<file path="src/rtl/coded_event_counter_pkg.sv">
// Encoding helpers and next-count logic shared by coded_event_counter.
// Helpers work on the widest supported sizes; callers widen and truncate.
package coded_event_counter_pkg;

  localparam int CNT_W_MAX = 16;
  localparam int FILT_MAX  = 7;
  localparam int OH_W_MAX  = 64;

  typedef enum logic {
    CNT_DN = 1'b0,
    CNT_UP = 1'b1
  } cnt_dir_e;

  typedef struct packed {
    logic [CNT_W_MAX-1:0] val;
    logic                 wrap;
  } cnt_next_t;

  function automatic logic maj_func(
    input logic [FILT_MAX-1:0] v,
    input int                  n
  );
    int ones;
    ones = 0;
    for (int i = 0; i < FILT_MAX; i++) begin
      if (i < n && v[i]) ones++;
    end
    return (2 * ones > n);
  endfunction

  function automatic logic [CNT_W_MAX-1:0] bin2grey(
    input logic [CNT_W_MAX-1:0] b
  );
    return b ^ (b >> 1);
  endfunction

  function automatic logic [OH_W_MAX-1:0] bin2onehot(
    input logic [5:0] b
  );
    return OH_W_MAX'(1) << b;
  endfunction

  function automatic cnt_next_t next_count(
    input logic [CNT_W_MAX-1:0] bin,
    input cnt_dir_e             dir,
    input logic [CNT_W_MAX-1:0] max,
    input logic                 saturate
  );
    cnt_next_t r;
    r.val  = bin;
    r.wrap = 1'b0;
    if (dir == CNT_UP) begin
      if (bin < max) begin
        r.val = bin + 1'b1;
      end else if (!saturate) begin
        r.val  = '0;
        r.wrap = 1'b1;
      end
    end else begin
      if (bin != '0) begin
        r.val = bin - 1'b1;
      end else if (!saturate) begin
        r.val  = max;
        r.wrap = 1'b1;
      end
    end
    return r;
  endfunction

endpackage

</file>
<file path="src/rtl/coded_event_counter_filter.sv">
// FILT-sample majority filter with rising-edge detect on the filtered level.
module maj_edge_filter
  import coded_event_counter_pkg::*;
#(
  parameter int FILT = 3
) (
  input  logic clk,
  input  logic rst_n,
  input  logic clk_en,
  input  logic evt_in,
  output logic step
);

  logic [FILT-1:0]     r_hist;
  logic                r_filt_q;
  logic [FILT_MAX-1:0] w_hist_x;
  logic                w_filt;

  if ((FILT % 2) == 0 || FILT < 1 || FILT > FILT_MAX) begin : g_bad_filt
    $error("FILT must be odd and in 1..7");
  end

  assign w_hist_x = FILT_MAX'(r_hist);
  assign w_filt   = maj_func(w_hist_x, FILT);
  assign step     = w_filt & ~r_filt_q;

  // Newest sample enters at bit 0; majority is order-independent.
  always_ff @(posedge clk) begin
    if (!rst_n) begin
      r_hist   <= '0;
      r_filt_q <= 1'b0;
    end else if (clk_en) begin
      r_hist   <= FILT'({r_hist, evt_in});
      r_filt_q <= w_filt;
    end
  end

endmodule

</file>
<file path="src/rtl/coded_event_counter.sv">
// Filtered up/down event counter with coherent binary/Gray views.
// Define CODED_CNT_ONEHOT_EN to add the registered one-hot view.
module coded_event_counter
  import coded_event_counter_pkg::*;
#(
  parameter int WIDTH    = 4,
  parameter int MAX      = (1 << WIDTH) - 1,
  parameter int FILT     = 3,
  parameter bit SATURATE = 1'b0
) (
  input  logic             clk,
  input  logic             rst_n,
  input  logic             clk_en,
  input  logic             evt_in,
  input  logic             dir,
  input  logic             load,
  input  logic [WIDTH-1:0] load_val,
  output logic [WIDTH-1:0] cnt_bin,
  output logic [WIDTH-1:0] cnt_gray,
`ifdef CODED_CNT_ONEHOT_EN
  output logic [MAX:0]     cnt_onehot,
`endif
  output logic             wrap,
  output logic             at_max,
  output logic             at_min
);

  localparam logic [CNT_W_MAX-1:0] MAX_X =
    CNT_W_MAX'(MAX);

  if (WIDTH < 1 || WIDTH > CNT_W_MAX) begin : g_bad_w
    $error("WIDTH must be in 1..16");
  end
  if (MAX < 1 || MAX > (1 << WIDTH) - 1) begin : g_bad_max
    $error("MAX must be in 1..2^WIDTH-1");
  end

  logic [WIDTH-1:0]     r_bin;
  logic [WIDTH-1:0]     r_gray;
  logic                 r_wrap;
  logic                 r_at_max;
  logic                 r_at_min;
  logic                 w_step;
  logic [CNT_W_MAX-1:0] w_bin_x;
  logic [CNT_W_MAX-1:0] w_ld_x;
  logic [CNT_W_MAX-1:0] w_next_x;
  logic [CNT_W_MAX-1:0] w_gray_x;
  logic                 w_next_wrap;
  cnt_next_t            w_nc;
  logic                 w_unused;

  maj_edge_filter #(
    .FILT(FILT)
  ) u_filt (
    .clk   (clk),
    .rst_n (rst_n),
    .clk_en(clk_en),
    .evt_in(evt_in),
    .step  (w_step)
  );

  assign w_bin_x  = CNT_W_MAX'(r_bin);
  assign w_ld_x   = CNT_W_MAX'(load_val);
  assign w_nc     = next_count(w_bin_x, cnt_dir_e'(dir),
                               MAX_X, SATURATE);
  assign w_gray_x = bin2grey(w_next_x);

  // A load consumes the filtered edge of the same cycle.
  always_comb begin
    w_next_x    = w_bin_x;
    w_next_wrap = 1'b0;
    if (load) begin
      w_next_x = (w_ld_x > MAX_X) ? MAX_X : w_ld_x;
    end else if (w_step) begin
      w_next_x    = w_nc.val;
      w_next_wrap = w_nc.wrap;
    end
  end

  always_ff @(posedge clk) begin
    if (!rst_n) begin
      r_bin    <= '0;
      r_gray   <= '0;
      r_wrap   <= 1'b0;
      r_at_max <= 1'b0;
      r_at_min <= 1'b1;
    end else if (clk_en) begin
      r_bin    <= w_next_x[WIDTH-1:0];
      r_gray   <= w_gray_x[WIDTH-1:0];
      r_wrap   <= w_next_wrap;
      r_at_max <= (w_next_x == MAX_X);
      r_at_min <= (w_next_x == '0);
    end else begin
      r_wrap   <= 1'b0;
    end
  end

  assign cnt_bin  = r_bin;
  assign cnt_gray = r_gray;
  assign wrap     = r_wrap;
  assign at_max   = r_at_max;
  assign at_min   = r_at_min;

`ifdef CODED_CNT_ONEHOT_EN
  localparam logic [MAX:0] OH_ONE = 1;

  if (WIDTH > 6) begin : g_bad_oh
    $error("one-hot view needs WIDTH <= 6");
  end

  logic [MAX:0]          r_onehot;
  logic [OH_W_MAX-1:0]   w_oh_x;

  assign w_oh_x = bin2onehot(w_next_x[5:0]);

  always_ff @(posedge clk) begin
    if (!rst_n) begin
      r_onehot <= OH_ONE;
    end else if (clk_en) begin
      r_onehot <= w_oh_x[MAX:0];
    end
  end

  assign cnt_onehot = r_onehot;
  assign w_unused   = ^{w_gray_x, w_nc, w_oh_x};
`else
  assign w_unused   = ^{w_gray_x, w_nc};
`endif

endmodule

</file>
<file path="config.mk">
export PLATFORM = sky130hd
export DESIGN_NAME = coded_event_counter
export DESIGN_NICKNAME = d
export VERILOG_FILES = /design/src/rtl/coded_event_counter_pkg.sv /design/src/rtl/coded_event_counter_filter.sv /design/src/rtl/coded_event_counter.sv
export SDC_FILE = /design/constraint.sdc
export NUM_CORES = 1
export LEC_CHECK = 0
export CAP_MARGIN = 25
export CELL_PAD_IN_SITES_DETAIL_PLACEMENT = 1
export CELL_PAD_IN_SITES_GLOBAL_PLACEMENT = 1
export CORE_AREA = 10 10 58 70
export DETAILED_ROUTE_END_ITERATION = 7
export DIE_AREA = 0 0 68 80
export PLACE_DENSITY = 0.78
export SYNTH_ARGS = -nofsm -noshare
export SYNTH_HDL_FRONTEND = slang
export SYNTH_HIERARCHICAL = 1
export SYNTH_SLANG_ARGS = --single-unit
</file>
<file path="constraint.sdc">
create_clock -name clk -period 3 [get_ports clk]
set_input_delay 0.9 -clock clk [delete_from_list [all_inputs] [get_ports clk]]
set_output_delay 0.9 -clock clk [all_outputs]
set_load 0.1 [all_outputs]
</file>
Yosys cells after proc, flatten, opt, wreduce, memory -nomap -nowiden
Cells that the tools add are included.
{"block": "word_totals", "in_bits": 10, "word_cells": 35, "regBits": 15, "out_inout_bits": 11}
{"block": "op_classes", "addsub": 4, "order_cmp": 3, "eq_ne": 1, "n_mux": 11, "reduce_logical": 3, "n_bitwise": 6}
{"op": "$mux 31", "n": 2}
{"op": "$mux 16", "n": 3}
{"op": "$gt 32x3->1 const B", "n": 1}
{"op": "$add 31x2->31 const B", "n": 1}
{"op": "$mux 17", "n": 1}
{"op": "$eq 16x4->1 const B", "n": 1}
{"op": "$logic_not 16->1", "n": 1}
{"op": "$reduce_bool 16->1", "n": 1}
{"op": "$add 4x1->5 const B", "n": 1}
{"op": "$mux 5", "n": 1}
{"op": "$sub 4x1->5 const B", "n": 1}
{"op": "$gt 4x4->1 const B", "n": 1}
{"op": "$lt 4x4->1 const B", "n": 1}
{"op": "$mux 4", "n": 1}
{"op": "$not 1->1", "n": 4}
{"op": "$reduce_or 4->1", "n": 1}
{"op": "$xor 4x4->4", "n": 1}
{"op": "$mux 1", "n": 3}
{"op": "$add 1x1->2 const B", "n": 1}
{"op": "$and 1x1->1", "n": 1}

Depth between registers and ports, before layout
{"block": "logic_depth", "word_depth": 10, "mapped_depth": 12, "mapped_depth_nobuf": 12}

Cells and area by module
The synthesis kept the hierarchy.
{"mod": "coded_event_counter", "cells_per_inst": 89, "n_inst": 1, "seq_area_each_um2": 220.2, "area_each_um2": 768.2}
{"mod": "maj_edge_filter", "cells_per_inst": 21, "n_inst": 1, "seq_area_each_um2": 80.1, "area_each_um2": 211.5}

Worst setup path before layout
No wires, ideal clock.
{"block": "synth_path", "kind": "register -> register", "from": "register r_bin[1], in the netlist cnt_bin[1]", "to": "register r_gray[2], in the netlist cnt_gray[2]", "n_path_buf": 0, "required_time_ns": 2.879, "path_slack_ns": 0.224, "arrival_ns": 2.655, "period_less_slack_ns": 2.776, "setup_ns": 0.121, "path_stages_with_launch": 11, "path_cell_list": "dfxtp_1 -> inv_1 -> ha_1 -> o21bai_2 -> a21oi_1 -> o311a_1 -> o21a_1 -> inv_1 -> ha_1 -> mux2i_1 -> nor2_1"}
{"block": "synth_via", "elab_chain_len": 6, "word_cells_on_any_way": 10, "classes_between": "2 x add/sub; 1 x order compare; 5 x mux; 1 x bitwise; 1 x reduce/logical"}
{"item": "start, declared", "line_no": "coded_event_counter.sv:38", "rtl": "logic [WIDTH-1:0] r_bin;"}
{"item": "start signal, assigned", "line_no": "coded_event_counter.sv:88", "rtl": "r_bin <= w_next_x[WIDTH-1:0];"}
{"item": "$sub 4x1->5 (tied with other cells)", "line_no": "coded_event_counter_pkg.sv:61", "rtl": "r.val = bin - 1'b1;"}
{"item": "$mux 16 or $mux 5 (tied branches)", "line_no": "coded_event_counter_pkg.sv:60, coded_event_counter_pkg.sv:53"}
{"item": "$mux 17 (*)", "line_no": "coded_event_counter_pkg.sv:52", "rtl": "if (dir == CNT_UP) begin"}
{"item": "$mux 16 (*)", "line_no": "coded_event_counter.sv:74", "rtl": "end else if (w_step) begin"}
{"item": "$mux 16 (*)", "line_no": "coded_event_counter.sv:72", "rtl": "if (load) begin"}
{"item": "$xor 4x4->4 (*)", "line_no": "coded_event_counter_pkg.sv:34", "rtl": "return b ^ (b >> 1);"}
{"item": "net w_gray_x[2]", "line_no": "coded_event_counter.sv:47", "rtl": "logic [CNT_W_MAX-1:0] w_gray_x;"}
{"item": "end signal, assigned", "line_no": "coded_event_counter.sv:89", "rtl": "r_gray <= w_gray_x[WIDTH-1:0];"}
{"item": "end, declared", "line_no": "coded_event_counter.sv:39", "rtl": "logic [WIDTH-1:0] r_gray;"}
The timed path passes the listed nets; every way through them passes the cells marked *.
A chain may end at the register's enable or synchronous reset.

Worst setup path in the final report
{"block": "layout_path", "from": "input port dir", "to": "register r_gray[0], in the netlist cnt_gray[0]"}
{"block": "layout_via", "elab_chain_len": 4}
{"item": "start, declared", "line_no": "coded_event_counter.sv:15", "rtl": "input logic dir,"}
{"item": "$mux 17", "line_no": "coded_event_counter_pkg.sv:52"}
{"item": "$mux 16", "line_no": "coded_event_counter.sv:74"}
{"item": "$mux 16", "line_no": "coded_event_counter.sv:72"}
{"item": "$xor 4x4->4", "line_no": "coded_event_counter_pkg.sv:34"}
{"item": "net w_gray_x[0]", "line_no": "coded_event_counter.sv:47"}
The timed path passes the listed nets, and every way through them passes these cells.

==> results.cfg <==
[outcome]
outcome = finished clean

[die]
die_height_um = 80
fp-row-count = 21
dieArea_mm2 = 0.00544
io_pins = 21
die_w_um = 68
coreArea_mm2 = 0.00273
start_util_pct = 35.9

[route]
wirelength_um = 2490
via_per_inst = 5.33
drtIter0Drc = 50
detail-route-antenna-nets = 0
dr.pass1.iters = 4
drc = 0
num_vias = 868
wl_per_cell_um = 15.3

[cells_and_area]
n_antenna_cell = 0
areaGrowthSynthToFinish_pct = 20.4
n_fill_cell = 365
drive_gt1_share_pct = 18.6
finalNonFillerCells = 163
final_util_pct = 43.2
design_area_mm2 = 0.00118
num-nets-final = 147

[global_route]
grt_usage_pct = 10.1
grt_pass1_wl_um = 4370
grt_pass1_vias = 916
grtUsageMet1_pct = 11.5
grt_max_degree = 13
antenna_found_initial = 0
use_met2_pct = 16.2
gr-usage-met3_pct = 3.79
grt-busiest-layer = met2
globalRouteOverflowTotal = 0

[setup_path]
crit_arrival_ns = 2.80
crit_type = in2reg
reg2reg_to = cnt_gray[2]
crit_chain = clkdlybuf4s50_1, or3b_2, a21oi_1, o31ai_1, inv_1, ha_1, mux2i_1, nor2_1
crit_path_max_incr_delay_ns = 0.60
cp_max_fo = 10
reg2reg_from = u_filt/r_hist[0]
reg2reg_slack_ns = 0.43
endpoint_kind = register
crit_end = cnt_gray[0]
reg2reg_depth = 10
cp.required_ns = 3.18
startpoint = dir
startpoint_type = input port
cp_slowest_cell = clkdlybuf4s50_1

[synthesis]
yosysTopAreaCellShare_pct = 30.7
synth_edf_count = 0
yosysMostFrequentCell = dfxtp_1
synth_area_leaders = dfxtp_1 31%, ha_1 8.9%, mux2i_1 8.2%
synth_fp_nets = 127
synth-async-reset-ratio_pct = 0
ys_seq_area_share_pct = 30.7
avgSynthCellArea_um2 = 8.91
yosysTopAreaCell = dfxtp_1
yosys_most_used_dff = dfxtp_1
syn-instance-count = 110
synth-seq-cells = 15
synth_commonest_cells = 15 x dfxtp_1, 11 x inv_1, 8 x a21oi_1, 8 x mux2i_1, 8 x nor2_1
synth.distinct_cells = 39
syn_area_um2 = 980
yosys_warnings = 6

[sta]
relSlewSlack_pct = 61.0
whs_ns = 0.498
fmax_ghz = 0.381
fin_crit_sh_pct = 87.4
fin_crit_ns = 2.62
hold_violations = 0
setup_viol = 0
setup_tns_ns = 0
tightest_slew_ns = 0.583
slew_viol_final = 0
rsz0062_at_grt = no
final.setup.worst_slack_ns = 0.378
fin_skew_ns = 0.00324

[place]
port_buffers = 20
pre_cts_slack_ns = 0.0830
gp_congestion = 0.789
dp_hpwl_um = 1930
dp.cells = 159
post_dp_cell_area_mm2 = 0.00115

[clock_tree]
clk_path_buf_depth = 2
clock-sinks = 15
cts-root-buf = clkbuf_4
cts_hold_buf = 0
cts-resized-gates = 0
cts_tree = built
cts_buffers = 3
cts-htree-levels = 1
post-cts-setup-buffers = 0
clkTransAtPathRegs_ns = 0.09
clock_latency_ns = 0.29

[pwr]
ir_drop_mv = 0.284
leakagePower_nw = 0.498
power.total_uw = 525
power-per-cell-area_mw_per_mm2 = 445

[flow_run]
maxCapViolCount = 0

[min_path]
hold_class = reg2reg
==> flip-flops by register name, summed over array words and instances, names as in the netlist <==
register	cells
at_max	1
at_min	1
cnt_bin	4
cnt_gray	4
u_filt/r_filt_q	1
u_filt/r_hist	3
wrap	1
==> routing by layer <==
layer | vias up | share of wire, %
met5 | - | 0
met1 | 419 | 42
met3 | 5 | 6.9
met2 | 18 | 50
met4 | 0 | 1.6
li1 | 426 | -
==> critical path, delay by kind of cell <==
kind	cells	cell delay, ns
AO/OA/AOI/OAI	2	0.26
adder cells (fa/ha/maj)	1	0.23
buffers and inverters	2	0.70
multiplexers	1	0.14
AND/OR/NAND/NOR	2	0.57
==> report_power, final <==
group / internal [mW] / total (mW) / switching [mW] / leakage [nW]
logic: 0.0585 / 0.180 / 0.122 / 0.360
clock network: 0.0518 / 0.118 / 0.0661 / 0.0150
registers: 0.211 / 0.227 / 0.0161 / 0.123
total: 0.321 / 0.525 / 0.204 / 0.498
==> area by class of cell <==
cell class | instances | area (um2) | share of cell area, %
Timing Repair Buffer | 22 | 188 | 15.9
Tap cell | 34 | 42.5 | 3.61
Inverter | 11 | 41.3 | 3.50
Sequential cell | 15 | 300 | 25.5
Clock buffer | 4 | 26.3 | 2.23
Multi-Input combinational cell | 77 | 582 | 49.3
==> how the worst min path moves through the flow <==
stage / from / end / slack (ns) / cells after the start
after global placement: at_min / at_min / 0.47 / 2
final: at_min / at_min / 0.50 / 2
after detailed placement: at_min / at_min / 0.48 / 2
after global routing: at_min / at_min / 0.54 / 2
after CTS: at_min / at_min / 0.51 / 2
after floorplan: u_filt/r_hist[2] / u_filt/r_hist[2] / 0.50 / 2
==> cell families (layout without fill, tap and decap cells) <==
logic type	count (synthesis)	after routing	synth area share [%]
multiplexers	8	8	8.17
XOR/XNOR	2	2	1.79
AO/OA/AOI/OAI	32	32	25.5
AND/OR/NAND/NOR	28	28	14.9
buffers and inverters	18	37	9.96
flip-flops	15	15	30.7
adder cells (fa/ha/maj)	7	7	8.94
==> cell usage in the layout (no fill, tap or decap), types with 3 or more instances in the layout <==
master / count
nor2_1: 8
clkbuf_4: 3
nand2_1: 5
nand2b_1: 3
ha_1: 7
inv_1: 11
o21ai_0: 3
a21oi_1: 8
dfxtp_1: 15
nor2b_1: 5
clkdlybuf4s50_1: 9
mux2i_1: 8
buf_4: 13
Power figures use the tool's default switching activity.
